File: src/rtl/rr_arb_funnel.sv
// Round-robin arbiter and zero-latency funnel: merges p_nreqs val/rdy requesters onto one
// output channel, locking the grant while the output is back-pressured.
module rr_arb_funnel #(
  parameter int unsigned p_nreqs = 4,
  parameter int unsigned p_nbits = 32,
  localparam int unsigned c_sel_nbits = $clog2(p_nreqs)
) (
  input  logic                       clk,
  input  logic                       reset,
  input  logic [p_nreqs-1:0]         in_val,
  output logic [p_nreqs-1:0]         in_rdy,
  input  logic [p_nreqs*p_nbits-1:0] in_msg,
  output logic                       out_val,
  input  logic                       out_rdy,
  output logic [p_nbits-1:0]         out_msg,
  output logic [c_sel_nbits-1:0]     grant_sel
);

  localparam logic [c_sel_nbits:0] c_nreqs_w = (c_sel_nbits + 1)'(p_nreqs);

  logic [c_sel_nbits-1:0] ptr_q, ptr_d;
  logic [c_sel_nbits-1:0] held_q, held_d;
  logic                   locked_q, locked_d;

  logic [c_sel_nbits-1:0] arb_grant;
  logic [c_sel_nbits-1:0] grant;
  logic [c_sel_nbits:0]   idx_w;
  logic [c_sel_nbits:0]   inc_w;
  logic                   found;
  logic                   xfer;

  // State register
  always_ff @(posedge clk or posedge reset) begin
    if (reset) begin
      ptr_q    <= '0;
      locked_q <= 1'b0;
      held_q   <= '0;
    end else begin
      ptr_q    <= ptr_d;
      locked_q <= locked_d;
      held_q   <= held_d;
    end
  end

  // Rotating priority search starting at ptr, wrapping modulo p_nreqs
  always_comb begin
    arb_grant = '0;
    found     = 1'b0;
    idx_w     = '0;
    for (int k = 0; k < int'(p_nreqs); k++) begin
      idx_w = {1'b0, ptr_q} + (c_sel_nbits + 1)'(k);
      if (idx_w >= c_nreqs_w) idx_w = idx_w - c_nreqs_w;
      if (!found && in_val[idx_w[c_sel_nbits-1:0]]) begin
        found     = 1'b1;
        arb_grant = idx_w[c_sel_nbits-1:0];
      end
    end
  end

  // Next-state
  always_comb begin
    ptr_d    = ptr_q;
    locked_d = locked_q;
    held_d   = held_q;
    inc_w    = {1'b0, grant} + (c_sel_nbits + 1)'(1);
    if (xfer) begin
      ptr_d    = (inc_w == c_nreqs_w) ? '0 : inc_w[c_sel_nbits-1:0];
      locked_d = 1'b0;
    end else if (out_val) begin
      locked_d = 1'b1;
      held_d   = grant;
    end
  end

  // Outputs; reset masks the combinational request path so nothing leaks while it is high
  always_comb begin
    grant   = locked_q ? held_q : arb_grant;
    out_val = locked_q | (|in_val);
    if (reset) begin
      grant   = '0;
      out_val = 1'b0;
    end
    xfer    = out_val & out_rdy;
    out_msg = 'x;
    in_rdy  = '0;
    for (int i = 0; i < int'(p_nreqs); i++) begin
      if (int'(grant) == i) begin
        out_msg   = in_msg[i*p_nbits +: p_nbits];
        in_rdy[i] = xfer;
      end
    end
  end

  assign grant_sel = grant;

endmodule
File: config.mk
export PLATFORM = sky130hd
export DESIGN_NAME = rr_arb_funnel
export DESIGN_NICKNAME = d
export VERILOG_FILES = /design/src/rtl/rr_arb_funnel.sv
export SDC_FILE = /design/constraint.sdc
export NUM_CORES = 1
export LEC_CHECK = 0
export BUFFER_PORTS_ARGS = -buffer_cell sky130_fd_sc_hd__buf_2
export CAP_MARGIN = 20
export CORE_UTILIZATION = 33
export CTS_CLUSTER_DIAMETER = 50
export DETAILED_ROUTE_END_ITERATION = 12
export PLACE_DENSITY_LB_ADDON = 0.2
export SLEW_MARGIN = 20
export SYNTH_ARGS = -nofsm -noshare
export SYNTH_HDL_FRONTEND = slang
export SYNTH_SLANG_ARGS = --single-unit
File: constraint.sdc
create_clock -name clk -period 2.5 [get_ports clk]
set_clock_uncertainty 0.1 [all_clocks]
set_input_delay 0.125 -clock clk [delete_from_list [all_inputs] [get_ports clk]]
set_output_delay 0.125 -clock clk [all_outputs]
set_load 0.01 [all_outputs]
* Word level (Yosys, flattened, before mapping) *
Index checks and enable logic that the tools add are counted.

storage, ports and cells
  output and inout bits = 39
  logic and storage cells = 69
  input bits = 135
  flip-flop bits (word level) = 5
  bits in latches = 0
  bits in read-only memories = 0
  RAM bits = 0
  memories = 0

operators by class
  muxes and demuxes = 33
  div/mod/pow operators = 0
  equal/unequal tests = 4
  add/sub/neg operators = 8
  reduce and logical (&&, ||, !) cells = 10
  $mul = 0
  order comparisons = 8
  bitwise gates (word level) = 3
  shifts and indexed selects = 0

operator list
  cell                   number
  $mux W32               4
  $mux W2                11
  $mux W1                14
  $lt A2 B3 Y1 const B   4
  $ge A3 B3 Y1 const B   3
  $bmux W1 S2            4
  $sub A2 B1 Y2 const B  4
  $add A2 B1 Y3 const B  2
  $add A2 B2 Y3 const B  2
  $eq A2 B2 Y1 const B   2
  $reduce_or A4 Y1       1
  $eq A3 B3 Y1 const B   1
  $ge A2 B3 Y1 const B   1
  $logic_and A1 B1 Y1    3
  $logic_not A1 Y1       3
  $eq A2 B1 Y1 const B   1
  $logic_not A2 Y1       1
  $reduce_and A2 Y1      1
  $reduce_bool A2 Y1     1
  $and A1 B1 Y1          1
  $not A1 Y1             1
  $or A1 B1 Y1           1

* Logic depth before layout (Yosys ltp) *
Gate-level depths: netlist (run 1).

  depth after elaboration = 21
  gate-level depth with buffers = 11
  depth with buffers taken out = 9

* Worst setup path after synthesis (run 1) *
OpenSTA, ideal clock, no wires.

  path kind = register to output
  start point = register ptr_q[1]
  end point = output port out_msg[11]
  path buffers = 2
  setup slack = 0.136 ns
  arrival = 2.139 ns
  stages on the path, launching flop included = 11
  required time = 2.275 ns
  cell sequence = dfrtp_1 a21boi_1 o41ai_2 and2_1 ha_1 buf_2 buf_4 mux2i_1 nor2_1 a21oi_1 o21ai_0

on the way
  longest elaborated chain between the ends = 20
  elaborated cells on any way between the ends = 44
  classes of those cells = add/sub (7); order compare (4); eq/ne (3); mux (24); reduce/logical (6)

ends and longest elaborated chain
  element                                                                 RTL line  text
  start: declaration                                                      21        logic [c_sel_nbits-1:0] ptr_q, ptr_d;
  start signal: assignment                                                39        ptr_q <= ptr_d;
  parallel branches: the longest is 13 deep, another holds $add A2 B1 Y3  n/a
  $mux W2 *                                                               53        if (!found && in_val[idx_w[c_sel_nbits-1:0]]) begin
  $mux W2 *                                                               77        grant = locked_q ? held_q : arb_grant;
  $mux W2 *                                                               79        if (reset) begin
  net grant_sel[0]                                                        16        output logic [c_sel_nbits-1:0] grant_sel
  $eq A2 B2 Y1                                                            87        if (int'(grant) == i) begin
  $mux W32 (2 in a row)                                                   87
  $mux W32 *                                                              87
  end: declaration                                                        15        output logic [p_nbits-1:0] out_msg,

Mark *: on every way through the listed nets, which the timed path passes. The select of a mux whose other input is x is not followed.

* Worst setup path in the final report (run 1) *
  start point = register ptr_q[0]
  end point = output port out_msg[21]

on the way
  longest elaborated chain between the ends = 20
  elaborated cells on any way between the ends = 44
  classes of those cells = add/sub (7); order compare (4); eq/ne (3); mux (24); reduce/logical (6)

ends and longest elaborated chain
  element                                                                 RTL line
  parallel branches: the longest is 13 deep, another holds $add A2 B1 Y3  n/a
  $mux W2 *                                                               53
  $mux W2 *                                                               77
  $mux W2 *                                                               79
  $eq A2 B2 Y1                                                            87
  $mux W32 (2 in a row)                                                   87
  $mux W32 *                                                              87

Every way passes the cells marked *. The select of a mux whose other input is x is not followed.

==> results of run 1 <==
-- metal layers --
metal	wire length [um]	up-vias	GRT usage, %
met1	2400	1008	25.4
met2	3230	110	42.5
met4	72	0	3.91
met3	471	9	4.67
li1	-	1161	-
met5	0	-	0
-- critical path, cell delays in order (launching register included) --
cell and delay (ps):
dfrtp_1 330, buf_4 120, nand2b_4 110, a21boi_2 60, o41ai_2 330, and2_4 220
ha_4 200, buf_12 120, buf_16 120, mux2i_1 190, nor2_1 50, a21oi_1 110
o21ai_1 60, buf_2 140
-- flip-flops by register name (all words and copies together), names as in the netlist --
| name | flops |
|---|---|
| locked_q | 1 |
| held_q | 2 |
| ptr_q | 2 |
-- power groups by stage --
stage / Clock, mW / Combinational, mW / Sequential, mW
after floorplan: 0 / 0.691 / 0.135
after global placement: 0 / 1.14 / 0.135
after detailed placement: 0 / 1.16 / 0.141
after CTS: 0.155 / 1.32 / 0.133
after global routing: 0.162 / 1.60 / 0.133
final: 0.154 / 1.47 / 0.130
-- cell type report --
cell class              instances  area [sq um]
well taps                      50          62.6
inverters                       4          17.5
clock buffers                   4          45.0
fillers                       369          1320
flip-flops and latches          5           125
multi-input cells             200          1290
repair buffers                197          1220
-- per-stage QoR --
stage / util, % / setup TNS, ps / std cells / hold WS (ps)
floorplan: - / 0 / 227 / -183
global placement: 58.8 / 0 / 441 / -16.1
detailed placement: 58.8 / 0 / 441 / -17.3
CTS: 63.8 / -1740 / 454 / 135
global route: 67.8 / -7940 / 460 / 150
finish: 67.8 / -2900 / 460 / 138
-- worst max-delay path by stage --
stage | start | end | slack (ps) | cells past startpoint
after floorplan | ptr_q[1] | out_msg[11] | 140 | 10
after global placement | ptr_q[0] | out_msg[23] | 160 | 11
after detailed placement | ptr_q[0] | out_msg[1] | 60 | 11
after CTS | ptr_q[0] | out_msg[22] | -100 | 11
after global routing | ptr_q[0] | out_msg[29] | -330 | 13
final | ptr_q[0] | out_msg[21] | -130 | 13
-- logic make-up after synthesis --
kind of cell	Yosys count	share of synthesized area, %
DFF	5	8.75
muxes	35	24.9
buffers and inverters	22	6.91
and+or+nand+nor	86	26.7
AOI/OAI and AO/OA	75	29.2
adders and majority gates	4	3.50
-- repair_timing --
item / 4_1_cts / 5_1_grt
cloned: 2 / 3
hold endpoints to repair: 5 / 0
gates resized for setup: 15 / 36
hold buffers: 1 / 0
pin swaps: 1 / 5
setup buffers: 6 / 4
setup endpoints to repair: 32 / 35
-- cells in the final DEF (no fill, tap or decap), drive strengths merged --
master / count
a21boi: 1
a21o: 1
a21oi: 34
a22oi: 1
a31oi: 1
and2: 3
and3: 4
buf: 193
clkbuf: 7
dfrtp: 5
dlygate4sd3: 1
ha: 4
inv: 4
mux2: 2
mux2i: 33
nand2: 35
nand2b: 3
nor2: 37
nor3: 3
o21a: 1
o21ai: 32
o311ai: 1
o31ai: 1
o32a: 1
o41ai: 1
or2b: 1
==> flow_summary.json, run 1 <==
{
  "clock-root-buffer": "clkbuf_8",
  "p_per_area_mw_per_mm2": 633,
  "grt_pass1_wl_mm": 7.88,
  "fmax_mhz": 380,
  "wl_per_cell_um": 13.4,
  "die_x_um": 67.8,
  "antenna_found_initial": 0,
  "overflow": 0,
  "r2r_start": "ptr_q[0]",
  "clock-sinks": 5,
  "post_synth_inst_count": 227,
  "relSlewSlack_pct": 76.1,
  "critical_path_required_ps": 2280,
  "p_sw_uw": 775,
  "start_kind": "flip-flop",
  "p_int_uw": 979,
  "syn_area_per_cell_sq_um": 6.30,
  "ys_top_cells_by_count": "nor2_1 (36), nand2_1 (35), a21oi_1 (34)",
  "grt_pass1_vias": 1845,
  "synth_largest_area_cell": "mux2i_1",
  "design_area_sq_mm": 0.00277,
  "period_needed_ps": 2630,
  "rows": 23,
  "start_util_pct": 35.0,
  "setup_viol": 33,
  "htreeDepth": 1,
  "layout_setup_ws_ps": -129,
  "synthFlopType": "dfrtp_1",
  "hp-class": "in -> reg",
  "gp_congestion": 0.810,
  "drc": 0,
  "p_clk_share_pct": 8.8,
  "netlist_area_sq_mm": 0.00143,
  "core_region_area_sq_mm": 0.00409,
  "slew_viol_final": 0,
  "cp_max_fo": 7,
  "clk-insertion-delay-late_ps": 230,
  "yosys-top-cells-area": "mux2i_1 (23%), a21oi_1 (12%), o21ai_0 (11%)",
  "clk_pin_slew_worst_paths_ps": 40,
  "status": "finished with violations",
  "rrSetupSlack_ps": 430,
  "hold_start": "out_rdy",
  "synth_edf_count": 0,
  "dr.pass1.iters": 5,
  "yosys_warnings": 0,
  "worstMarginPinSlew_ps": 357,
  "yosysMostFrequentCell": "nor2_1",
  "arrival_ps": 2400,
  "seq_area_frac_synth_pct": 8.75,
  "yosys_register_bits": 5,
  "final_antenna_net_count": 0,
  "p_total_mw": 1.75,
  "area_growth_pct": 93.6,
  "p_comb_share_pct": 83.8,
  "place_ws_ps": 61.5,
  "drt_iter0_markers": 80,
  "leakage_nw": 1.41,
  "finalCritPeriodShare_pct": 105,
  "portBuffers": 173,
  "switching_share_pct": 44.2,
  "dieArea_sq_mm": 0.00460,
  "worstSetupPathType": "reg -> out",
  "maxCapViolations": 0,
  "rsz0062_at_grt": "yes",
  "vias": 2288,
  "reg2regPathDepth": 8,
  "die_y_um": 67.8,
  "netlist.area_leader.share_pct": 23.1,
  "failed_checks": "setup timing",
  "synthArstFlopShare_pct": 100,
  "cts_tree": "done",
  "reg2reg_to": "ptr_q[1]",
  "vias_per_cell": 4.97,
  "place_area_sq_mm": 0.00240,
  "synth_nets": 366,
  "grt.total_usage_pct": 22.3,
  "antenna_cells": 0,
  "hold_viol": 0,
  "clock_path_buffers": 2,
  "min_to": "held_q[1]",
  "synth_cell_types": 33,
  "dpl.hpwl_mm": 4.46,
  "drive_gt1_share_pct": 55.4,
  "ios": 174,
  "sequentialPowerShare_pct": 7.4,
  "holdPathStages": 2,
  "end_kind": "output port",
  "wirelength_mm": 6.17,
  "peakVddDrop_uv": 349,
  "fin_nets": 550,
  "grt_max_degree": 47,
  "numCtsBuffers": 3
}
Power figures use the tool's default switching activity.
==> run 2: changes to the inputs <==
Settings changed: GPL_TIMING_DRIVEN set to 0.
==> flow_summary.json, run 2 (synthesis gave the netlist of run 1 again) <==
{
  "status": "finished with violations",
  "failed_checks": "setup timing",
  "grt_pass1_wl_mm": 8.77,
  "crit_buf_inv": 4,
  "numCtsBuffers": 3,
  "cts_tree": "done",
  "die_x_um": 67.8,
  "cp_max_fo": 7,
  "arrival_ps": 2510,
  "rows": 23,
  "wirelength_mm": 6.77,
  "fillers": 324,
  "antenna_cells": 0,
  "cp_common_cell": "buf_12",
  "wl_per_cell_um": 14.1,
  "area_growth_pct": 113,
  "grt_max_degree": 11,
  "setup_viol": 33,
  "slowest_delay_ps": 370,
  "peakVddDrop_uv": 355,
  "vias_per_cell": 5.02,
  "final_antenna_net_count": 0,
  "gp_congestion": 0.757,
  "clk-insertion-delay-late_ps": 220,
  "core_region_area_sq_mm": 0.00409,
  "clk_pin_slew_worst_paths_ps": 30,
  "critical_path.top_delay_family": "compound AO/OA/AOI/OAI gates",
  "grt_pass1_vias": 1952,
  "start_kind": "flip-flop",
  "fmax_mhz": 366,
  "grtUsageMet1_pct": 28.4,
  "finalCritPeriodShare_pct": 109,
  "reg.largest.list": "held_q (2), ptr_q (2), locked_q (1)",
  "clock_path_buffers": 2,
  "post-place-cells": 450,
  "critical_path_required_ps": 2280,
  "path_cells": "nand2b_4 > a21boi_4 > o41ai_4 > and2_4 > ha_4 > buf_12 > buf_4 > buf_12 > mux2i_2 > nor2_1 > a21oi_1 > o21ai_1 > buf_2",
  "portBuffers": 173,
  "mostFrequentLayoutCells": "buf_2 (175), nor2_1 (33), nand2_1 (33), a21oi_1 (31), o21ai_1 (31)",
  "cp_slowest_cell": "dfrtp_1",
  "drive_gt1_share_pct": 60.8,
  "worstSetupPathType": "reg -> out",
  "use_met3_pct": 4.50,
  "worstMarginPinSlew_ps": 321,
  "dieArea_sq_mm": 0.00460,
  "overflow": 0,
  "hold_viol": 0,
  "relSlewSlack_pct": 78.6,
  "leakage_nw": 1.54,
  "setup_tns_ps": -4480,
  "fin_cells": 479,
  "maxCapViolations": 0,
  "slew_viol_final": 0,
  "vias": 2406,
  "antenna_found_initial": 0,
  "drt_iter0_markers": 123,
  "rsz0062_at_grt": "yes",
  "dpl.hpwl_mm": 4.92,
  "period_needed_ps": 2730,
  "dr.pass1.iters": 4,
  "fin_nets": 569,
  "die_y_um": 67.8,
  "layout_setup_ws_ps": -233,
  "end_kind": "output port",
  "grt_use_met2_pct": 47.3,
  "clock-root-buffer": "clkbuf_8",
  "place_ws_ps": -263,
  "grt-busiest-layer": "met2",
  "start_util_pct": 35.0,
  "ios": 174,
  "drc": 0,
  "final_common_cell": "buf_2",
  "htreeDepth": 1,
  "clock-sinks": 5,
  "hp-class": "in -> reg",
  "p_per_area_mw_per_mm2": 649,
  "grt.total_usage_pct": 25.0
}
==> run 2: routing by layer <==
layer	up-vias	part of all wire, %	wire length (um)
met5	-	0	0
met4	0	0.62	42
met3	8	6.0	403
met2	105	55	3720
met1	1094	38	2610
li1	1199	-	-
==> run 2: final timing paths <==
| kind | slack (ps) | cells past startpoint | from | to |
|---|---|---|---|---|
| max reg2reg | 530 | 7 | ptr_q[0] | ptr_q[1] |
| min in group asynchronous | 420 | 3 | reset | ptr_q[0] |
| max | -230 | 13 | ptr_q[0] | out_msg[21] |
| min | 150 | 2 | out_rdy | held_q[1] |
| min reg2reg | 400 | 1 | held_q[1] | held_q[1] |
| max in group asynchronous | 1660 | 3 | reset | ptr_q[1] |
==> run 2: final cells by class <==
cell class / instances / area [sq um] / share of cell area, %
sequential: 5 / 126 / 4.14
buffer: 18 / 228 / 7.46
clock buffer: 4 / 45.0 / 1.48
multi-input combinational: 200 / 1410 / 46.2
timing repair buffer: 198 / 1160 / 38.1
tap: 50 / 62.6 / 2.05
inverter: 4 / 17.5 / 0.574
==> run 2: timing repair <==
item                       in CTS  in global routing
hold endpoints to repair        5                  0
setup endpoints to repair      35                 35
cloned                          2                  4
resized for setup              80                 49
hold buffers                    1                  0
pin swaps                       7                 20
setup buffers                   8                 12
==> run 2: per-stage QoR <==
stage / instance area, sq um / power [mW] / hold WS [ps] / utilization [%]
2_1_floorplan: 1430 / 0.825 / -183 / -
3_3_place_gp: 2360 / 1.25 / -17.4 / 57.7
3_5_place_dp: 2360 / 1.26 / -9.12 / 57.7
4_1_cts: 2720 / 1.69 / 141 / 66.7
5_1_grt: 3050 / 2.14 / 146 / 74.7
6_report: 3050 / 1.98 / 152 / 74.7
==> run 2: report_power, final <==
part	internal, mW	total, mW	switching, mW
clock network	0.109	0.149	0.0399
logic	0.893	1.69	0.796
registers	0.115	0.145	0.0294
total	1.12	1.98	0.865
==> run 3: changes to the inputs <==
Settings changed: CELL_PAD_IN_SITES_DETAIL_PLACEMENT set to 1, CELL_PAD_IN_SITES_GLOBAL_PLACEMENT set to 1, CORE_UTILIZATION 33 to 19.
==> flow_summary.json, run 3 (synthesis gave the netlist of run 1 again) <==
{
  "area_growth_pct": 105,
  "fmax_mhz": 382,
  "relSlewSlack_pct": 77.6,
  "p_per_area_mw_per_mm2": 626,
  "drive_gt1_share_pct": 57.7,
  "final_antenna_net_count": 0,
  "slew_viol_final": 0,
  "cp_max_fo": 9,
  "grt.total_usage_pct": 17.8,
  "worstMarginPinSlew_ps": 336,
  "overflow": 0,
  "vias": 2321,
  "end_kind": "output port",
  "mostFrequentLayoutCells": "buf_2 (173), nor2_1 (36), a21oi_1 (33), nand2_1 (33), o21ai_1 (30)",
  "clock-root-buffer": "clkbuf_8",
  "antenna_cells": 0,
  "start_kind": "flip-flop",
  "wirelength_mm": 7.57,
  "dieArea_sq_mm": 0.00788,
  "grt_pass1_vias": 2265,
  "period_needed_ps": 2620,
  "final_common_cell": "buf_2",
  "clock_path_buffers": 2,
  "worstSetupPathType": "reg -> out",
  "route.met2.wl_mm": 4.04,
  "rrSetupSlack_ps": 560,
  "core_region_area_sq_mm": 0.00725,
  "grt_max_degree": 11,
  "peakVddDrop_uv": 173,
  "die_x_um": 88.8,
  "leakage_nw": 1.46,
  "setup_viol": 32,
  "portBuffers": 173,
  "drt_iter0_markers": 22,
  "dr.pass1.iters": 2,
  "clk_pin_slew_worst_paths_ps": 40,
  "maxCapViolations": 0,
  "cp_common_cell": "buf_12",
  "setup_tns_ps": -2210,
  "die_y_um": 88.8,
  "critical_path.top_delay_family": "compound AO/OA/AOI/OAI gates",
  "start_util_pct": 19.7,
  "numCtsBuffers": 3,
  "vias_per_cell": 4.46,
  "clock-sinks": 5,
  "failed_checks": "setup timing",
  "dpl.hpwl_mm": 5.77,
  "gp_congestion": 0.709,
  "status": "finished with violations",
  "place_ws_ps": -400,
  "rows": 31,
  "clk-insertion-delay-late_ps": 220,
  "arrival_ps": 2390,
  "drc": 0,
  "cp_slowest_cell": "dfrtp_1",
  "critical_path_required_ps": 2280,
  "ios": 174,
  "rsz0062_at_grt": "yes",
  "antenna_found_initial": 0,
  "wl_per_cell_um": 14.6,
  "slowest_delay_ps": 390,
  "cts_tree": "done",
  "fin_nets": 561,
  "crit_buf_inv": 3,
  "wl_met3_um": 355,
  "top_layer": "met4",
  "finalCritPeriodShare_pct": 105,
  "drt-met1-wl_mm": 3.15,
  "fillers": 996,
  "path_cells": "nand2b_4 > a21boi_4 > o41ai_4 > and2_4 > ha_4 > buf_12 > buf_12 > mux2i_2 > nor2_1 > a21oi_1 > o21ai_1 > buf_2",
  "grt_pass1_wl_mm": 11.1,
  "hold_viol": 0,
  "layout_setup_ws_ps": -115,
  "fin_util_pct": 40.5,
  "hp-class": "in -> reg",
  "htreeDepth": 1,
  "reg.largest.list": "held_q (2), ptr_q (2), locked_q (1)"
}
[run 3: cell types whose count changed in the layout (fill, tap and decap cells not counted), moves of 2 or more]
cell,before,now
mux2i_1,25,29
buf_4,16,13
buf_6,1,4
buf_8,6,3
nor2_1,33,36
a21oi_1,31,33
buf_2,175,173
mux2i_2,6,4
mux2i_4,2,0
nor2_4,2,0
o21ai_0,0,2
[run 3: timing repair]
action | CTS | global route
endpoints found under the setup margin | 35 | 34
endpoints found under the hold margin | 5 | 0
pin swaps | 6 | 8
hold buffers | 1 | 0
cloned | 2 | 2
gates resized for setup | 89 | 19
buffers inserted | 10 | 4
[run 3: path summary, 6_finish.rpt]
kind	startpoint	endpoint	cells after the start
hold reg to reg	held_q[0]	held_q[0]	1
setup / recovery	ptr_q[0]	out_msg[11]	12
setup reg to reg	ptr_q[1]	ptr_q[1]	6
hold / removal	out_rdy	held_q[1]	2
min in group asynchronous	reset	held_q[0]	3
max in group asynchronous	reset	ptr_q[1]	3
[run 3: power by group]
group	internal [mW]	switching, mW
sequential	0.115	0.0338
clock	0.109	0.0373
combinational	0.793	0.751
[run 3: area by class of cell]
| class | instances | area [sq um] | area share, % |
|---|---|---|---|
| plain buffers | 18 | 230 | 7.84 |
| well taps | 99 | 124 | 4.22 |
| clock buffers | 4 | 45.0 | 1.53 |
| inverters | 4 | 17.5 | 0.597 |
| multi-input cells | 200 | 1340 | 45.5 |
| flip-flops and latches | 5 | 126 | 4.31 |
| repair buffers | 190 | 1060 | 36.0 |
[run 3: metal layers]
metal / up-vias / global-route usage, %
li1: 1180 / -
met1: 1064 / 21.9
met2: 75 / 33.0
met3: 2 / 2.43
met4: 0 / 2.93
met5: - / 0
[run 3: metrics by stage]
step | total power, mW | instance area [sq um] | cells | hold WS, ps
3_3_place_gp | 1.28 | 2420 | 499 | -17.4
6_report | 1.84 | 2940 | 520 | 173
3_5_place_dp | 1.29 | 2420 | 499 | -15.7
5_1_grt | 2.00 | 2940 | 520 | 199
2_1_floorplan | 0.825 | 1430 | 227 | -183
4_1_cts | 1.77 | 2830 | 516 | 179
[run 3: worst register-to-register path: stages, from the launching register on]
cell,delay [ps]
dfrtp_2,420
buf_4,160
o311ai_4,350
nand2_2,130
buf_4,150
ha_1,260
mux2_4,250
